### config.mk
export PLATFORM = sky130hd
export DESIGN_NAME = alu_microcode_sequencer
export DESIGN_NICKNAME = d
export VERILOG_FILES = /design/src/rtl/alu_seq_pkg.sv /design/src/rtl/mcycle_step_counter.sv /design/src/rtl/alu_microcode_sequencer.sv
export SDC_FILE = /design/constraint.sdc
export NUM_CORES = 1
export LEC_CHECK = 0
export CORE_UTILIZATION = 38
export DETAILED_ROUTE_END_ITERATION = 7
export PLACE_DENSITY = 0.74
export SLEW_MARGIN = 5
export SYNTH_ARGS = -nofsm -noshare
export SYNTH_HDL_FRONTEND = slang
export SYNTH_SLANG_ARGS = --single-unit
### constraint.sdc
create_clock -name i_Clk -period 1.6 [get_ports i_Clk]
set_input_delay 0.32 -clock i_Clk [delete_from_list [all_inputs] [get_ports i_Clk]]
set_output_delay 0.32 -clock i_Clk [all_outputs]
set_load 0.005 [all_outputs]
### src/rtl/alu_seq_pkg.sv
// Shared encodings for the ALU microcode sequencer: operand modes, ALU select codes
// and sequencer states, plus the mode-to-first-M-cycle mapping.
package alu_seq_pkg;

    typedef enum logic [1:0] {
        ModeReg = 2'd0,
        ModeImm = 2'd1,
        ModeMem = 2'd2,
        ModeRmw = 2'd3
    } seq_mode_e;

    localparam int unsigned SEL_NONE = 0;
    localparam int unsigned SEL_A    = 1;
    localparam int unsigned SEL_Z    = 2;

    typedef enum logic [2:0] {
        StIdle  = 3'd0,
        StRead  = 3'd1,
        StExec  = 3'd2,
        StWrite = 3'd3,
        StFetch = 3'd4
    } seq_state_e;

    // REG runs straight to EXEC; every other mode needs an operand read first.
    function automatic seq_state_e first_state(input seq_mode_e mode);
        return (mode == ModeReg) ? StExec : StRead;
    endfunction

endpackage

### src/rtl/mcycle_step_counter.sv
// One-hot T-step counter with stall: advances on i_En, wraps from the last step to step 0.
module mcycle_step_counter #(
    parameter int unsigned STEPS = 4
) (
    input  logic             i_Clk,
    input  logic             i_Rst_n,
    input  logic             i_En,
    output logic [STEPS-1:0] o_Step,
    output logic             o_Last
);

    logic [STEPS-1:0] step_q, step_d;

    always_comb begin
        step_d = step_q;
        if (i_En) begin
            step_d = {step_q[STEPS-2:0], step_q[STEPS-1]};
        end
    end

    always_ff @(posedge i_Clk or negedge i_Rst_n) begin
        if (!i_Rst_n) begin
            step_q <= STEPS'(1);
        end else begin
            step_q <= step_d;
        end
    end

    assign o_Step = step_q;
    assign o_Last = step_q[STEPS-1];

endmodule

### src/rtl/alu_microcode_sequencer.sv
// Multi-M-cycle ALU microcode sequencer: walks REG/IMM/MEM/RMW operand modes through
// READ/EXEC/WRITE/FETCH M-cycles and decodes ALU selects, memory strobes and IR fetch.
module alu_microcode_sequencer #(
    parameter int unsigned STEPS_PER_MCYCLE = 4,
    parameter int unsigned ALU_STEP         = 2,
    parameter int unsigned ALU_CTRL_W       = 7,
    parameter int unsigned SEL_W            = 2
) (
    input  logic                        i_Clk,
    input  logic                        i_Rst_n,
    input  logic                        i_Start,
    input  logic [1:0]                  i_Mode,
    input  logic [ALU_CTRL_W-1:0]       i_ALU_Op,
    input  logic                        i_Dst_A,
    input  logic                        i_Wait,
    output logic                        o_Busy,
    output logic                        o_Done,
    output logic [STEPS_PER_MCYCLE-1:0] o_Cycle_Step,
    output logic                        o_IR_Fetch,
    output logic                        o_Mem_Read,
    output logic                        o_Mem_Write,
    output logic                        o_Addr_Sel,
    output logic [SEL_W-1:0]            o_ReadALU8,
    output logic [SEL_W-1:0]            o_WriteALU8,
    output logic [ALU_CTRL_W-1:0]       o_ALU_Control,
    output logic                        o_Flags_WE
);

    import alu_seq_pkg::*;

    if (STEPS_PER_MCYCLE < 3 || STEPS_PER_MCYCLE > 8) begin : g_bad_steps
        $error("STEPS_PER_MCYCLE must be within 3..8");
    end
    if (ALU_STEP >= STEPS_PER_MCYCLE - 1) begin : g_bad_alu_step
        $error("ALU_STEP must be below STEPS_PER_MCYCLE-1");
    end
    if (SEL_W < 2) begin : g_bad_sel_w
        $error("SEL_W must be at least 2");
    end

    seq_state_e              state_q, state_d;
    seq_mode_e               mode_q, mode_d;
    logic [ALU_CTRL_W-1:0]   op_q, op_d;
    logic                    dst_a_q, dst_a_d;

    logic [STEPS_PER_MCYCLE-1:0] step;
    logic                        last_step;
    logic                        busy;
    logic                        final_mcycle;
    logic                        done;
    logic                        accept;
    logic                        alu_step;
    seq_mode_e                   mode_in;

    assign mode_in      = seq_mode_e'(i_Mode);
    assign busy         = (state_q != StIdle);
    // EXEC is always the last M-cycle outside RMW; RMW finishes in FETCH.
    assign final_mcycle = (state_q == StExec) || (state_q == StFetch);
    assign done         = final_mcycle && last_step && !i_Wait;
    assign accept       = i_Start && !i_Wait && ((state_q == StIdle) || done);
    assign alu_step     = ((state_q == StExec) || (state_q == StWrite)) && step[ALU_STEP];

    mcycle_step_counter #(
        .STEPS(STEPS_PER_MCYCLE)
    ) u_step_counter (
        .i_Clk  (i_Clk),
        .i_Rst_n(i_Rst_n),
        .i_En   (busy && !i_Wait),
        .o_Step (step),
        .o_Last (last_step)
    );

    always_comb begin
        state_d = state_q;
        mode_d  = mode_q;
        op_d    = op_q;
        dst_a_d = dst_a_q;
        if (accept) begin
            state_d = first_state(mode_in);
            mode_d  = mode_in;
            op_d    = i_ALU_Op;
            dst_a_d = i_Dst_A && (mode_in != ModeRmw);
        end else if (busy && last_step && !i_Wait) begin
            unique case (state_q)
                StRead:  state_d = (mode_q == ModeRmw) ? StWrite : StExec;
                StWrite: state_d = StFetch;
                default: state_d = StIdle;
            endcase
        end
    end

    always_ff @(posedge i_Clk or negedge i_Rst_n) begin
        if (!i_Rst_n) begin
            state_q <= StIdle;
            mode_q  <= ModeReg;
            op_q    <= '0;
            dst_a_q <= 1'b0;
        end else begin
            state_q <= state_d;
            mode_q  <= mode_d;
            op_q    <= op_d;
            dst_a_q <= dst_a_d;
        end
    end

    always_comb begin
        o_Busy        = busy;
        o_Done        = done;
        o_Cycle_Step  = busy ? step : '0;
        o_IR_Fetch    = final_mcycle;
        o_Mem_Read    = (state_q == StRead);
        o_Addr_Sel    = ((state_q == StRead) && (mode_q != ModeImm)) || (state_q == StWrite);
        o_Mem_Write   = (state_q == StWrite) && step[ALU_STEP+1];
        o_ReadALU8    = SEL_W'(SEL_NONE);
        o_WriteALU8   = SEL_W'(SEL_NONE);
        o_ALU_Control = '0;
        o_Flags_WE    = 1'b0;
        if (alu_step) begin
            o_ReadALU8    = (mode_q == ModeReg) ? SEL_W'(SEL_A) : SEL_W'(SEL_Z);
            o_WriteALU8   = dst_a_q ? SEL_W'(SEL_A) : SEL_W'(SEL_Z);
            o_ALU_Control = op_q;
            o_Flags_WE    = 1'b1;
        end
    end

endmodule

==> results of run 1 <==
[power groups by stage]
stage                     Combinational (mW)  Clock [mW]  Sequential, mW
after floorplan                        0.558           0           0.739
after global placement                 0.998           0           0.784
after detailed placement                1.04           0           0.790
after global routing                    1.67       0.270           0.871
final                                   1.59       0.248           0.838
after CTS                               1.23       0.245           0.803
[metal layers]
layer	GRT usage	vias to the layer above	share of wire
met3	0.0182	6	0.037
met1	0.262	430	0.43
met2	0.411	33	0.51
met4	0.0648	0	0.019
met5	0	-	0
li1	-	409	-
[placed cells by master (no fill, tap or decap), types with 2 or more instances in the layout]
cell	n
a22o_1	2
and2_4	7
buf_12	3
buf_2	9
buf_4	14
buf_6	24
clkbuf_2	4
clkbuf_4	3
clkdlybuf4s50_1	13
dfrtp_1	14
dfrtp_2	2
inv_2	2
mux2_2	3
mux2_4	10
nand2_1	2
nor2_1	6
nor2_4	4
nor2b_1	3
nor3_4	2
[how the worst max path moves through the flow]
stage | endpoint | start | cells past startpoint | slack (ps)
CTS | op_q[0] | state_q[2] | 5 | -240
finish | mode_q[0] | state_q[1] | 6 | -260
floorplan | dst_a_q | state_q[2] | 5 | -100
global route | mode_q[0] | state_q[1] | 6 | -280
global placement | o_Done | i_Wait | 4 | -290
detailed placement | o_Done | i_Wait | 4 | -280
[metrics by stage]
stage / hold WS (ps) / total power [mW] / utilization / cell area [um2]
2_1_floorplan: 24.4 / 1.30 / - / 908
3_3_place_gp: 488 / 1.78 / 0.630 / 1410
3_5_place_dp: 491 / 1.83 / 0.630 / 1410
4_1_cts: 355 / 2.28 / 0.708 / 1580
5_1_grt: 380 / 2.81 / 0.782 / 1750
6_report: 358 / 2.68 / 0.782 / 1750
[what timing repair did]
action                                  4_1_cts  5_1_grt
hold buffers                                  0        0
gates resized for setup                     100       46
cloned                                        1        1
hold endpoints to repair                      0        0
buffers inserted                             13        6
pin swaps                                    12        7
endpoints found under the setup margin       32       36
[Yosys cell counts, drive strengths merged]
cell type | n | area share
mux2 | 13 | 0.20
a22o | 2 | 0.019
nand2 | 3 | 0.012
nor4 | 1 | 0.0069
nor2b | 3 | 0.021
a221o | 1 | 0.011
nand2b | 2 | 0.014
nor4b | 1 | 0.026
nor3 | 4 | 0.022
and2 | 8 | 0.055
o21ai | 1 | 0.0055
xnor2 | 1 | 0.0097
buf | 3 | 0.026
a21boi | 1 | 0.0083
dfrtp | 16 | 0.44
maj3 | 1 | 0.012
o21a | 1 | 0.0083
inv | 2 | 0.0083
or2 | 1 | 0.0069
dfstp | 1 | 0.029
nor3b | 1 | 0.0083
a31o | 1 | 0.0097
nor2 | 10 | 0.041
[layout make-up]
type	count	share of cell area
clock buffers	3	0.0129
inverters	2	0.00430
multi-input cells	56	0.329
repair buffers	69	0.384
well taps	28	0.0201
flip-flops and latches	17	0.246
clock inverters	1	0.00430
[cells by family (layout without fill, tap and decap cells)]
family	count (synthesis)	after routing	share of synthesized area
AOI/OAI and AO/OA	7	7	0.0622
xor gates and xnor gates	1	1	0.00968
adders and majority gates	1	1	0.0124
buffers and inverters	5	75	0.0346
DFF	17	17	0.472
muxes	13	13	0.195
and+or+nand+nor	34	34	0.214
[state kept, by name, indices dropped and copies added, names as in the netlist]
name                   cells
dst_a_q                    1
mode_q                     2
op_q                       7
state_q                    3
u_step_counter.o_Step      4
[critical path, cell delays in order, from the launching register on]
cell	delay [ps]
dfrtp_1	440
buf_4	170
maj3_2	320
nor4b_4	200
buf_4	180
clkbuf_16	150
mux2_4	290
==> qor.csv, run 1 <==
stage;metric;value;unit
sta;Hold Fails Final Rpt;0;
critical_path;FF-to-FF Start;state_q[1];
status;failing checks;setup timing;
die;Die Area;2580;um2
sta;Setup TNS Final;-5470;ps
clock_network;worst skew pair latency;300;ps
logic_synthesis;cell area after synthesis;905;um2
cells_and_area;area of the multi-input gates;574;um2
critical_path;worst r2r dst;mode_q[0];
status;outcome;complete, but fails checks;
routing;initial drt markers;14;
sta;final clock skew;6.91;ps
cells_and_area;layout cells sized above 1;0.682;
critical_path;CP endpoint kind;flop;
cells_and_area;Non-Filler Instances;176;
routing;drt via density;4.99;
grt;aggregate global routing overflow;0;
pwr;register share of total power;0.313;
logic_synthesis;count of different cell masters after synthesis;27;
die;I/O Pins;36;
die;DIE HEIGHT;50.8;um
clock_network;Clock transition at path regs;120;ps
critical_path;Arrival @ worst endpoint;2050;ps
place;Routability Congestion;0.781;
die;chip width;50.8;um
grt;largest net degree at the start of global routing;18;
pwr;sw power;0.935;mW
routing;Initial DRT Pass Iterations;4;
routing;drt drc;0;
critical_path;length in cells of the worst reg-to-reg path;6;
cells_and_area;area grow syn2layout;93.1;%
cells_and_area;ANT cells;0;
die;core area;2230;um2
critical_path;Critical Path Start Type;flop;
sta;Max transition margin;0.847;
critical_path;kind of critical path;reg2reg;
routing;drt wl/cell;16.0;um
sta;crit share post-route;1.16;
logic_synthesis;syn_area_per_cell;11.6;um2
cells_and_area;fill count;134;
pwr;Static Leakage;0.822;nW
sta;Tmin final;1860;ps
clock_network;CTS max path bufs;2;
place;Inst Count DP;155;
pwr;VDD IR-drop max;1130;uV
logic_synthesis;post-synthesis cell count;78;
logic_synthesis;synth warn;0;
sta;Slew Limit Fails;0;
critical_path;required time of the critical path;1800;ps
routing;Post-Route WL;2810;um
place;port bufs;35;
pwr;Sw Share;0.349;
place;DP HPWL;1570;um
place;Place WS;-282;ps
clock_network;H-Tree Depth;1;
logic_synthesis;Post-Syn Nets;92;
die;Rows;17;
grt;GRT Overall Usage;0.219;
routing;vias;878;
run;Max Cap Viol;0;
grt;vias in the first global route;864;
critical_path;R2R Setup Slk;-260;ps
pwr;Int Power;1.74;mW
clock_network;CTS tree;built;
grt;initial antenna violation count;0;
pwr;combinational power share;0.594;
logic_synthesis;#FFs+latches synth;17;
cells_and_area;storage element area;429;um2
pwr;pwr dens;1530;nW/um2
routing;remaining antenna violation count;0;
sta;fmax;0.539;GHz
pwr;Clock Power Share;0.093;
clock_network;root buf cell;clkbuf_4;
grt;first-pass GRT wire length;4080;um
die;initial core utilization;0.405;
hold_path;min-delay worst type;in2async;
sta;worst-margin pin slew;229;ps
clock_network;cts bufs inserted;3;
critical_path;worst-path fanout max;6;
sta;RSZ-0062 raised after global routing;true;
clock_network;clock sink count;17;
sta;worst setup margin;-256;ps
sta;final setup fails;34;
cells_and_area;final net count;163;
logic_synthesis;Seq/Total Area, Yosys;0.472;
No activity file was read; power rests on OpenSTA's default activity.
==> run 2: changes to the inputs <==
CORE_ASPECT_RATIO = 0.8   (was unset)
CORE_MARGIN = 3   (was unset)
==> qor.csv, run 2 (synthesized netlist as in run 1, its figures left out) <==
stage;metric;value;unit
cells_and_area;area of the multi-input gates;544;um2
clock_network;CTS tree;built;
clock_network;CTS max path bufs;2;
critical_path;worst-path fanout max;5;
cells_and_area;Non-Filler Instances;170;
pwr;power consumption;2.42;mW
sta;worst-margin pin slew;301;ps
grt;largest net degree at the start of global routing;18;
sta;final setup fails;32;
pwr;Static Leakage;0.782;nW
clock_network;worst skew pair latency;290;ps
critical_path;required time of the critical path;1780;ps
routing;remaining antenna violation count;0;
status;failing checks;setup timing;
critical_path;Arrival @ worst endpoint;2020;ps
cells_and_area;fill count;148;
pwr;VDD IR-drop max;764;uV
cells_and_area;area grow syn2layout;74.5;%
sta;Max transition margin;0.799;
cells_and_area;final instance area;1580;um2
critical_path;FF-to-FF Start;state_q[2];
routing;drt wl/cell;14.5;um
routing;drt drc;0;
cells_and_area;layout cells sized above 1;0.614;
routing;Post-Route WL;2460;um
critical_path;Critical Path Start Type;flop;
grt;initial antenna violation count;0;
run;Max Cap Viol;0;
place;DP HPWL;1560;um
pwr;Sw Share;0.345;
pwr;combinational power share;0.565;
grt;vias in the first global route;793;
cells_and_area;max FFs per register;7;
clock_network;Post-CTS Hold Fix Bufs;0;
critical_path;R2R Setup Slk;-230;ps
critical_path;CP endpoint kind;flop;
sta;worst setup margin;-230;ps
clock_network;clock sink count;17;
pwr;sw power;0.834;mW
routing;vias;830;
sta;Hold Fails Final Rpt;0;
grt;aggregate global routing overflow;0;
cells_and_area;final net count;160;
die;core area;2210;um2
sta;Slew Limit Fails;0;
pwr;pwr dens;1530;nW/um2
routing;drt via density;4.88;
die;DIE HEIGHT;49.6;um
place;Inst Count DP;153;
grt;first-pass GRT wire length;3680;um
critical_path;CP Launch Point;state_q[2];
routing;Initial DRT Pass Iterations;4;
cells_and_area;storage element area;428;um2
grt;GRT Overall Usage;0.162;
critical_path;length in cells of the worst reg-to-reg path;5;
clock_network;root buf cell;clkbuf_4;
clock_network;Clock transition at path regs;90;ps
pwr;Int Power;1.58;mW
sta;RSZ-0062 raised after global routing;true;
critical_path;kind of critical path;reg2reg;
sta;crit share post-route;1.14;
cells_and_area;ANT cells;0;
pwr;register share of total power;0.340;
sta;fmax;0.546;GHz
cells_and_area;Top reg by flops;op_q;
status;outcome;complete, but fails checks;
critical_path;Critical Path Sink;op_q[3];
cells_and_area;Final Core Density;0.713;
hold_path;min-delay worst type;in2async;
die;Rows;15;
routing;initial drt markers;25;
sta;Tmin final;1830;ps
clock_network;cts bufs inserted;3;
pwr;Clock Power Share;0.095;
sta;Setup TNS Final;-4410;ps
die;initial core utilization;0.408;
sta;final clock skew;2.84;ps
clock_network;H-Tree Depth;1;
place;Placed Area;1400;um2
die;Die Area;3010;um2
cells_and_area;most frequent cells in the layout;17 x buf_2, 17 x buf_4, 16 x buf_6;
place;port bufs;35;
place;Routability Congestion;0.707;
die;chip width;60.6;um
critical_path;worst r2r dst;op_q[3];
die;I/O Pins;36;
==> run 2: changes by cell type in the layout (fill, tap and decap cells not counted), sizes merged <==
cell	before	now
clkinvlp	1	0
dlygate4sd2	0	1
buf	51	50
clkbuf	8	6
==> run 2: power groups by stage <==
stage | clock [mW] | combinational, mW | sequential, mW
floorplan | 0 | 0.558 | 0.739
global placement | 0 | 1.00 | 0.782
detailed placement | 0 | 1.02 | 0.784
CTS | 0.237 | 1.08 | 0.793
global route | 0.258 | 1.46 | 0.855
finish | 0.229 | 1.37 | 0.823
==> run 2: worst min-delay path by stage <==
stage / depth (start not counted) / end / start / slack (ps)
after floorplan: 0 / dst_a_q / i_Rst_n / 20
after global placement: 1 / op_q[1] / op_q[1] / 480
after detailed placement: 1 / op_q[5] / op_q[5] / 490
after CTS: 2 / state_q[0] / i_Rst_n / 340
after global routing: 2 / u_step_counter.o_Step[1] / i_Rst_n / 340
final: 2 / state_q[0] / i_Rst_n / 340
==> run 2: critical path, stage by stage (launching register included) <==
cell and delay (ps):
dfrtp_2 440, buf_6 140, maj3_2 320, nor4b_4 330
buf_6 180, mux2_4 300
==> run 2: layout make-up <==
type / count / area share
inverters: 2 / 0.00475
flip-flops and latches: 17 / 0.271
multi-input cells: 56 / 0.345
repair buffers: 66 / 0.343
well taps: 25 / 0.0198
clock buffers: 4 / 0.0166
==> run 2: layer usage <==
layer / wire length, um / up-vias / track usage / share of wire
met1: 1070 / 404 / 0.209 / 0.43
met4: 21 / 0 / 0.0433 / 0.0085
met3: 78 / 3 / 0.0314 / 0.032
met5: 0 / - / 0 / 0
li1: - / 408 / - / -
met2: 1290 / 15 / 0.272 / 0.53
==> run 2: repair_timing <==
item                                    4_1_cts  5_1_grt
pin swaps                                    10        9
setup buffers                                 7        6
resized for setup                            95       29
gates cloned                                  1        0
endpoints found under the setup margin       34       33
endpoints found under the hold margin         0        0
==> run 2: per-stage QoR <==
step                      worst slack (ps)  hold WS, ps
after floorplan                      -95.4         24.4
after global placement                -283          483
after detailed placement              -289          492
after CTS                             -201          338
after global routing                  -287          337
final                                 -230          336
